$ cat config.mk
export PLATFORM = sky130hd
export DESIGN_NAME = fb_port_arbiter
export DESIGN_NICKNAME = d
export VERILOG_FILES = /design/src/rtl/fb_pkg.sv /design/src/rtl/fb_port_arbiter_fifo.sv /design/src/rtl/fb_port_arbiter.sv
export SDC_FILE = /design/constraint.sdc
export NUM_CORES = 1
export LEC_CHECK = 0
export CORE_AREA = 2 2 150 152
export CTS_BUF_LIST = sky130_fd_sc_hd__clkbuf_16
export DETAILED_ROUTE_END_ITERATION = 6
export DIE_AREA = 0 0 152 154
export PLACE_DENSITY_LB_ADDON = 0.12
export SKIP_CTS_REPAIR_TIMING = 1
export SLEW_MARGIN = 20
export SYNTH_ARGS = -nofsm -noshare
export SYNTH_HDL_FRONTEND = slang
export SYNTH_HIERARCHICAL = 1
export SYNTH_SLANG_ARGS = --single-unit
export TNS_END_PERCENT = 100
$ cat constraint.sdc
create_clock -name clk -period 3.5 [get_ports clk]
set_input_delay 0.7 -clock clk [delete_from_list [all_inputs] [get_ports clk]]
set_output_delay 0.7 -clock clk [all_outputs]
set_load 0.01 [all_outputs]
$ cat src/rtl/fb_pkg.sv
// Shared types and defaults for the frame-buffer port arbiter.
package fb_pkg;

    localparam int FB_ADDR_W       = 18;
    localparam int FB_DATA_W       = 24;
    localparam int FB_FRAME_PIXELS = 197632;

    typedef enum logic [1:0] {
        S_IDLE  = 2'd0,
        S_READ  = 2'd1,
        S_WRITE = 2'd2
    } fb_state_e;

    typedef struct packed {
        logic [FB_ADDR_W-1:0] addr;
        logic [FB_DATA_W-1:0] data;
    } fb_wr_t;

endpackage

$ cat src/rtl/fb_port_arbiter_fifo.sv
// Small synchronous FIFO buffering pixel-loader writes until the BRAM port is free.
module fb_wr_fifo
    import fb_pkg::*;
#(
    parameter int DEPTH = 4
) (
    input  logic                     clk,
    input  logic                     rst,
    input  logic                     push,
    input  logic                     pop,
    input  fb_wr_t                   din,
    output fb_wr_t                   head,
    output logic [$clog2(DEPTH):0]   count,
    output logic                     full,
    output logic                     empty
);

    localparam int PTR_W = $clog2(DEPTH);

    logic [PTR_W-1:0] rd_ptr_q, rd_ptr_d;
    logic [PTR_W-1:0] wr_ptr_q, wr_ptr_d;
    logic [PTR_W:0]   count_q, count_d;
    fb_wr_t           mem_q [DEPTH];
    logic             do_push, do_pop;

    assign full  = (count_q == (PTR_W+1)'(DEPTH));
    assign empty = (count_q == '0);
    assign count = count_q;
    assign head  = mem_q[rd_ptr_q];

    // A full FIFO still accepts a push when the head leaves in the same cycle.
    assign do_pop  = pop && !empty;
    assign do_push = push && (!full || do_pop);

    always_comb begin
        rd_ptr_d = rd_ptr_q;
        wr_ptr_d = wr_ptr_q;
        count_d  = count_q;
        if (do_pop)  rd_ptr_d = rd_ptr_q + 1'b1;
        if (do_push) wr_ptr_d = wr_ptr_q + 1'b1;
        case ({do_push, do_pop})
            2'b10:   count_d = count_q + 1'b1;
            2'b01:   count_d = count_q - 1'b1;
            default: count_d = count_q;
        endcase
    end

    always_ff @(posedge clk or posedge rst) begin
        if (rst) begin
            rd_ptr_q <= '0;
            wr_ptr_q <= '0;
            count_q  <= '0;
        end else begin
            rd_ptr_q <= rd_ptr_d;
            wr_ptr_q <= wr_ptr_d;
            count_q  <= count_d;
        end
    end

    always_ff @(posedge clk) begin
        if (do_push) mem_q[wr_ptr_q] <= din;
    end

endmodule

$ cat src/rtl/fb_port_arbiter.sv
// Single-port frame-buffer BRAM arbiter: scanout reads win, loader writes are
// queued and drained on idle cycles or forced in after a bounded read streak.
module fb_port_arbiter
    import fb_pkg::*;
#(
    parameter int ADDR_W        = FB_ADDR_W,
    parameter int DATA_W        = FB_DATA_W,
    parameter int FIFO_DEPTH    = 4,
    parameter int MAX_RD_STREAK = 8,
    parameter int FRAME_PIXELS  = FB_FRAME_PIXELS
) (
    input  logic              clk,
    input  logic              rst,
    input  logic              wr_en,
    input  logic [ADDR_W-1:0] wr_addr,
    input  logic [DATA_W-1:0] wr_data,
    output logic              wr_full,
    input  logic              rd_req,
    input  logic [ADDR_W-1:0] rd_addr,
    output logic              rd_gnt,
    output logic [DATA_W-1:0] rd_data,
    output logic              rd_valid,
    output logic              mem_we,
    output logic [ADDR_W-1:0] mem_addr,
    output logic [DATA_W-1:0] mem_wdata,
    input  logic [DATA_W-1:0] mem_rdata,
    output logic              frame_done,
    output logic              overflow
);

    localparam int STREAK_W = $clog2(MAX_RD_STREAK + 1);
    localparam int PIX_W    = ADDR_W + 1;

    fb_wr_t                      wr_entry, fifo_head;
    logic [$clog2(FIFO_DEPTH):0] fifo_count;
    logic                        fifo_full, fifo_empty, fifo_nonempty;
    logic                        force_wr, rd_grant, wr_grant;

    fb_state_e                   state_q, state_d;
    logic [STREAK_W-1:0]         streak_q, streak_d;
    logic [PIX_W-1:0]            pix_q, pix_d;
    logic                        mem_we_q, mem_we_d;
    logic [ADDR_W-1:0]           mem_addr_q, mem_addr_d;
    logic [DATA_W-1:0]           mem_wdata_q, mem_wdata_d;
    logic [DATA_W-1:0]           rd_data_q, rd_data_d;
    logic                        rd_valid_q, rd_valid_d;
    logic                        frame_done_q, frame_done_d;
    logic                        overflow_q, overflow_d;

    assign wr_entry = '{addr: FB_ADDR_W'(wr_addr), data: FB_DATA_W'(wr_data)};

    fb_wr_fifo #(.DEPTH(FIFO_DEPTH)) u_fifo (
        .clk   (clk),
        .rst   (rst),
        .push  (wr_en),
        .pop   (wr_grant),
        .din   (wr_entry),
        .head  (fifo_head),
        .count (fifo_count),
        .full  (fifo_full),
        .empty (fifo_empty)
    );

    assign fifo_nonempty = !fifo_empty;
    assign force_wr      = fifo_nonempty && (streak_q == STREAK_W'(MAX_RD_STREAK));
    assign rd_grant      = rd_req && !force_wr;
    assign wr_grant      = !rd_grant && fifo_nonempty;

    always_comb begin
        state_d      = S_IDLE;
        streak_d     = streak_q;
        pix_d        = pix_q;
        mem_we_d     = wr_grant;
        mem_addr_d   = mem_addr_q;
        mem_wdata_d  = mem_wdata_q;
        frame_done_d = 1'b0;
        overflow_d   = overflow_q | (wr_en && fifo_full && !wr_grant);

        if (rd_grant) begin
            state_d    = S_READ;
            mem_addr_d = rd_addr;
        end else if (wr_grant) begin
            state_d     = S_WRITE;
            mem_addr_d  = ADDR_W'(fifo_head.addr);
            mem_wdata_d = DATA_W'(fifo_head.data);
        end

        if (wr_grant || !fifo_nonempty)
            streak_d = '0;
        else if (rd_grant && streak_q != STREAK_W'(MAX_RD_STREAK))
            streak_d = streak_q + 1'b1;

        if (wr_grant) begin
            if (pix_q == PIX_W'(FRAME_PIXELS - 1)) begin
                pix_d        = '0;
                frame_done_d = 1'b1;
            end else begin
                pix_d = pix_q + 1'b1;
            end
        end

        // S_READ means the address driven this cycle belongs to a granted read.
        rd_valid_d = (state_q == S_READ);
        rd_data_d  = (state_q == S_READ) ? mem_rdata : rd_data_q;
    end

    always_ff @(posedge clk or posedge rst) begin
        if (rst) begin
            state_q      <= S_IDLE;
            streak_q     <= '0;
            pix_q        <= '0;
            mem_we_q     <= 1'b0;
            mem_addr_q   <= '0;
            mem_wdata_q  <= '0;
            rd_data_q    <= '0;
            rd_valid_q   <= 1'b0;
            frame_done_q <= 1'b0;
            overflow_q   <= 1'b0;
        end else begin
            state_q      <= state_d;
            streak_q     <= streak_d;
            pix_q        <= pix_d;
            mem_we_q     <= mem_we_d;
            mem_addr_q   <= mem_addr_d;
            mem_wdata_q  <= mem_wdata_d;
            rd_data_q    <= rd_data_d;
            rd_valid_q   <= rd_valid_d;
            frame_done_q <= frame_done_d;
            overflow_q   <= overflow_d;
        end
    end

    assign wr_full    = (fifo_count == ($clog2(FIFO_DEPTH)+1)'(FIFO_DEPTH));
    assign rd_gnt     = rd_grant;
    assign rd_data    = rd_data_q;
    assign rd_valid   = rd_valid_q;
    assign mem_we     = mem_we_q;
    assign mem_addr   = mem_addr_q;
    assign mem_wdata  = mem_wdata_q;
    assign frame_done = frame_done_q;
    assign overflow   = overflow_q;

endmodule

# Word level (Yosys, flattened, before mapping)
# Memories as Yosys holds them, arrays and structs flattened.
# Cells that the tools add are included.
# totals
reg_bits	102
input_bits	88
elab_cells	61
mem_count	1
output_inout_bits	72
ram_bits	168
# memory_table
name	depth	word_bits	read_ports	rd_ports_with_merged_regs	write_ports	line	text
u_fifo.mem_q	4	42	1	0	1	fb_port_arbiter_fifo.sv:23	fb_wr_t mem_q [DEPTH];
# op_classes
eq_ne	7
addsub	6
muxes	12
n_bitwise	2
n_reduce_logical	20
# op_table
cell	n
$mux W18	2
$add A19 B1 Y19 const B	1
$eq A19 B18 Y1 const B	1
$mux W19	1
$logic_and A1 B1 Y1	8
$mux W4	2
$pmux W3 S2	1
$reduce_bool A2 Y1	3
$logic_not A1 Y1	5
$add A2 B1 Y2 const B	2
$add A4 B1 Y4 const B	1
$eq A2 B1 Y1 const B	2
$eq A4 B4 Y1 const B	1
$mux W1	4
$mux W2	2
$ne A4 B4 Y1 const B	1
$add A3 B1 Y3 const B	1
$eq A3 B3 Y1 const B	1
$logic_not A3 Y1	1
$sub A3 B1 Y3 const B	1
$eq A2 B2 Y1 const B	1
$logic_or A1 B1 Y1	2
$reduce_and A2 Y1	1
$not A1 Y1	1
$or A1 B1 Y1	1

# Logic depth before layout (Yosys ltp)
# logic_depth
word_depth	12
ltp_mapped	14
mapped_depth_nobuf	11

# Cells and area by module
# Netlist, hierarchy kept.
# by_module_without_submodules
mod	area_per_inst_um2	seq_area_each_um2	cells_per_inst	instances
fb_wr_fifo	6566.3	5220.0	271	1
fb_port_arbiter	3966.3	2352.3	351	1

# Worst setup path before layout
# Ideal clock, no wire load.
# synth_timing
path_kind	flip-flop to flip-flop
from	register streak_q[0]
to	memory u_fifo/mem_q[2][0] (netlist name), enable pin
t_required_ps	3097
n_path_buf	3
path_slack_ps	76
path_stages_with_launch	12
setup_ps	403
arrival_time_ps	3020
period_less_slack_ps	3424
path_cell_list	dfrtp_1 > inv_1 > ha_1 > nand3b_4 > a21o_1 > buf_6 > clkinv_1 > buf_2 > buf_2 > nor4b_4 > nor2b_1 > and2_1
# synth_via
elab_chain_len	11
# synth_rtl
element	line	text
from (decl)	fb_port_arbiter.sv:40	logic [STREAK_W-1:0] streak_q, streak_d;
from (signal assigned)	fb_port_arbiter.sv:121	streak_q <= streak_d;
$eq A4 B4 Y1	fb_port_arbiter.sv:65	assign force_wr = fifo_nonempty && (streak_q == STREAK_W'(MAX_RD_STREAK));
$logic_and A1 B1 Y1	fb_port_arbiter.sv:65	
$logic_not A1 Y1	fb_port_arbiter.sv:66	assign rd_grant = rd_req && !force_wr;
$logic_and A1 B1 Y1	fb_port_arbiter.sv:66	
$logic_not A1 Y1	fb_port_arbiter.sv:67	assign wr_grant = !rd_grant && fifo_nonempty;
$logic_and A1 B1 Y1	fb_port_arbiter.sv:67	
via mem_we_d	fb_port_arbiter.sv:42	logic mem_we_q, mem_we_d;
$logic_and A1 B1 Y1	fb_port_arbiter_fifo.sv:32	assign do_pop = pop && !empty;
$logic_or A1 B1 Y1	fb_port_arbiter_fifo.sv:33	assign do_push = push && (!full || do_pop);
$logic_and A1 B1 Y1	fb_port_arbiter_fifo.sv:33	
$mux W1	fb_port_arbiter_fifo.sv:61	if (do_push) mem_q[wr_ptr_q] <= din;
$mux W1 (not written as such)	fb_port_arbiter_fifo.sv:61	
to (decl)	fb_port_arbiter_fifo.sv:23	
# The timed path passes the listed nets, and every way through them passes these cells.

# Worst setup path in the final report
# layout_timing
from	register u_fifo.count_q[0] (netlist: u_fifo/count[0])
to	output rd_gnt
# layout_via
elab_chain_len	5
# layout_rtl
element	line	text
from (decl)	fb_port_arbiter_fifo.sv:22	logic [PTR_W:0] count_q, count_d;
from (signal assigned)	fb_port_arbiter_fifo.sv:56	count_q <= count_d;
$logic_not A3 Y1	fb_port_arbiter_fifo.sv:27	assign empty = (count_q == '0);
via fifo_empty	fb_port_arbiter.sv:36	logic fifo_full, fifo_empty, fifo_nonempty;
$logic_not A1 Y1	fb_port_arbiter.sv:64	assign fifo_nonempty = !fifo_empty;
$logic_and A1 B1 Y1	fb_port_arbiter.sv:65	
$logic_not A1 Y1	fb_port_arbiter.sv:66	
$logic_and A1 B1 Y1	fb_port_arbiter.sv:66	
to (decl)	fb_port_arbiter.sv:20	output logic rd_gnt,
# The timed path passes the listed nets, and every way through them passes these cells.

==> qor.csv <==
stage,metric,value,unit
synthesis,mapped cell area,10500,um^2
floorplan,die area,23400,um^2
route,First DRT Iteration DRCs,342,
setup_path,crit path kind,register to output port,
route,ANT nets after route,0,
sta,FMAX,0.315,GHz
sta,Period minus WS final,3.17,ns
sta,Slew HR,26.2,%
sta,Worst-Margin Slew,1.11,ns
sta,setup violators final,0,
synthesis,Seq cells post-synth,269,
cts,Clock Sink Count,269,
placement,Cells after DPL,1038,
sta,crit share post-route,90.6,%
grt,first-pass GRT wire length,33300,um
sta,Fin. Hold Viols,0,
synthesis,Mapped Cells,622,
setup_path,CP arrival,2.47,ns
setup_path,crit end category,output port,
route,Vias,5745,
synthesis,Post-synth top cells,"168 x edfxtp_1, 101 x dfrtp_1, 83 x nand2_1",
synthesis,main area contributors after synthesis,"edfxtp_1 48%, dfrtp_1 24%, mux4_2 9.0%, nand2_1 3.0%, mux2_2 2.6%",
synthesis,library cells used by synthesis,54,
setup_path,max incr delay on CP,0.53,ns
synthesis,top cell type's share of synthesized area,47.9,%
status,status,"complete, no violations",
cts,TritonCTS clock tree,built,
grt,largest net degree at the start of global routing,59,
sta,RSZ-0062 raised after global routing,no,
route,# DRC,0,
setup_path,CP required,2.80,ns
layout,post-layout util,61.4,%
grt,vias in the first global route,6224,
pwr,peak supply drop,0.493,mV
placement,Port Buffers,159,
layout,Non-Filler Instances,1090,
sta,worst hold margin,0.472,ns
sta,final worst setup slack,0.329,ns
setup_path,Setup crit start kind,register,
synthesis,sequential fraction of the synthesis area,71.9,%
floorplan,placeable core region,21700,um^2
layout,nets@finish,884,
layout,Filler Cell Count,1595,
floorplan,initial core utilization,48.6,%
route,drt pass-1 iters,4,
sta,"Slew Viols, Final",0,
synthesis,Syn. warnings,6,
sta,setup tns final,0,ns
synthesis,Mean Syn Cell Area,16.9,um^2
route,Routed WL per cell,18.7,um
placement,placed cell area,12400,um^2
cts,"Reg clk slew, reported paths",0.06,ns
floorplan,Ports,160,
floorplan,die width,152,um
flow_run,maxcap violations,0,
floorplan,num rows,54,
synthesis,top-count cell post-synth,edfxtp_1,
sta,clock skew,0.0170,ns
setup_path,Worst path top cell family by delay,buffers and inverters,
cts,Num CTS Buffers,28,
route,vias per cell,5.27,
synthesis,Synth async-reset ratio,37.5,%
cts,worst skew pair latency,0.53,ns
worst_hold_path,Worst Hold Class,register to register,
cts,H-tree levels,1,
synthesis,"EDFF count, synth",168,
layout,"Design Area, Final",13300,um^2
pwr,Pwr Total,10.6,mW
pwr,PwrDens,794,nW/um^2
layout,P&R area growth vs syn,26.5,%
placement,pre-CTS WS,0.462,ns
setup_path,Worst Path Max Fanout,29,
synthesis,Synth Net Count,718,
pwr,LEAKAGE,4.92,nW
placement,RePlAce Congestion,0.763,
cts,Max clock buf depth,3,
grt,GR Overflow Total,0,
layout,fraction of layout instances using a drive strength above 1,16.9,%
layout,Ant. Diodes,0,
cts,Root Buffer,clkbuf_16,
setup_path,cell-by-cell trace of the critical path,nor3_2 > buf_4 > o21ai_4 > inv_1 > clkdlybuf4s50_1,
synthesis,Main synth FF type,edfxtp_1,
grt,Global Route Usage Sum,17.7,%
floorplan,Die Ht,154,um
placement,hpwl dp,12800,um
setup_path,Crit-path slowest cell,clkdlybuf4s50_1,
grt,initial antenna violation count,0,
synthesis,Synth area leader,edfxtp_1,
route,drt total wl,20400,um
setup_path,worst path bufs/invs,3,
## per-layer routing
| layer | track usage (%) | share of wire [%] | vias up |
|---|---|---|---|
| li1 | - | - | 2660 |
| met1 | 23.6 | 42 | 2902 |
| met2 | 30.3 | 51 | 162 |
| met3 | 3.30 | 5.5 | 21 |
| met4 | 4.45 | 1.4 | 0 |
| met5 | 0 | 0 | - |
## power by group
part	internal [mW]	switching, mW
sequential	4.23	0.611
clock	1.68	1.16
combinational	1.62	1.27
## cells by family (layout without fill, tap and decap cells)
logic type               after synthesis  after routing  share of synthesized area [%]
flip-flops                           269            269                           71.9
AND/OR/NAND/NOR                      153            153                           7.09
multiplexers                          85             85                           13.4
AO/OA/AOI/OAI                         47             47                           3.22
buffers and inverters                 41            229                           1.83
XOR/XNOR                              19             19                           1.58
adder cells (fa/ha/maj)                8              8                           1.02
## final cells by class
cell class | instances | area, um^2 | area share [%]
sequential | 269 | 7580 | 56.9
multi-input combinational | 312 | 2800 | 21.0
timing repair buffer | 166 | 1660 | 12.4
clock buffer | 30 | 751 | 5.63
tap | 280 | 350 | 2.63
clock inverter | 22 | 146 | 1.10
inverter | 11 | 43.8 | 0.329
## flip-flops by register name, indices dropped and copies added, names as in the netlist, 2 cells and up
name             cells
streak_q             4
mem_wdata           24
u_fifo/count         3
mem_addr            18
u_fifo/mem_q       168
pix_q               19
u_fifo/wr_ptr_q      2
u_fifo/rd_ptr_q      2
rd_data             24
## worst paths after layout
path | cells after the start | start | slack [ns] | endpoint
max reg2reg | 11 | streak_q[0] | 0.75 | u_fifo/count[1]
max | 5 | u_fifo/count[0] | 0.33 | rd_gnt
min reg2reg | 2 | mem_wdata[18] | 0.47 | mem_wdata[18]
max in group asynchronous | 3 | rst | 2.06 | mem_addr[8]
min in group asynchronous | 2 | rst | 0.58 | u_fifo/wr_ptr_q[1]
min | 2 | mem_wdata[18] | 0.47 | mem_wdata[18]
## worst reg2reg max path, delay by kind of cell, from the launching register on
family | cells | cell delay (ns)
AO/OA/AOI/OAI | 5 | 1.02
adder cells (fa/ha/maj) | 2 | 0.64
AND/OR/NAND/NOR | 2 | 0.42
flip-flops | 1 | 0.41
buffers and inverters | 2 | 0.17
## layout by cell type, fill, tap and decap left out, types with 4 or more instances in the layout
cell               n
buf_4              6
nand3_1            7
xnor2_1           12
and2_4             4
edfxtp_1         168
dfrtp_1           99
nand2_1           83
a21oi_1           24
clkbuf_16         30
nor3_1             5
ha_1               7
clkdlybuf4s50_1  159
nor2_1            22
xor2_1             7
mux2i_1           18
nand4_1            8
mux4_2            42
o21ai_0            5
inv_1             13
clkinv_1          10
mux2_2            24
(Power assumes the default switching activity.)
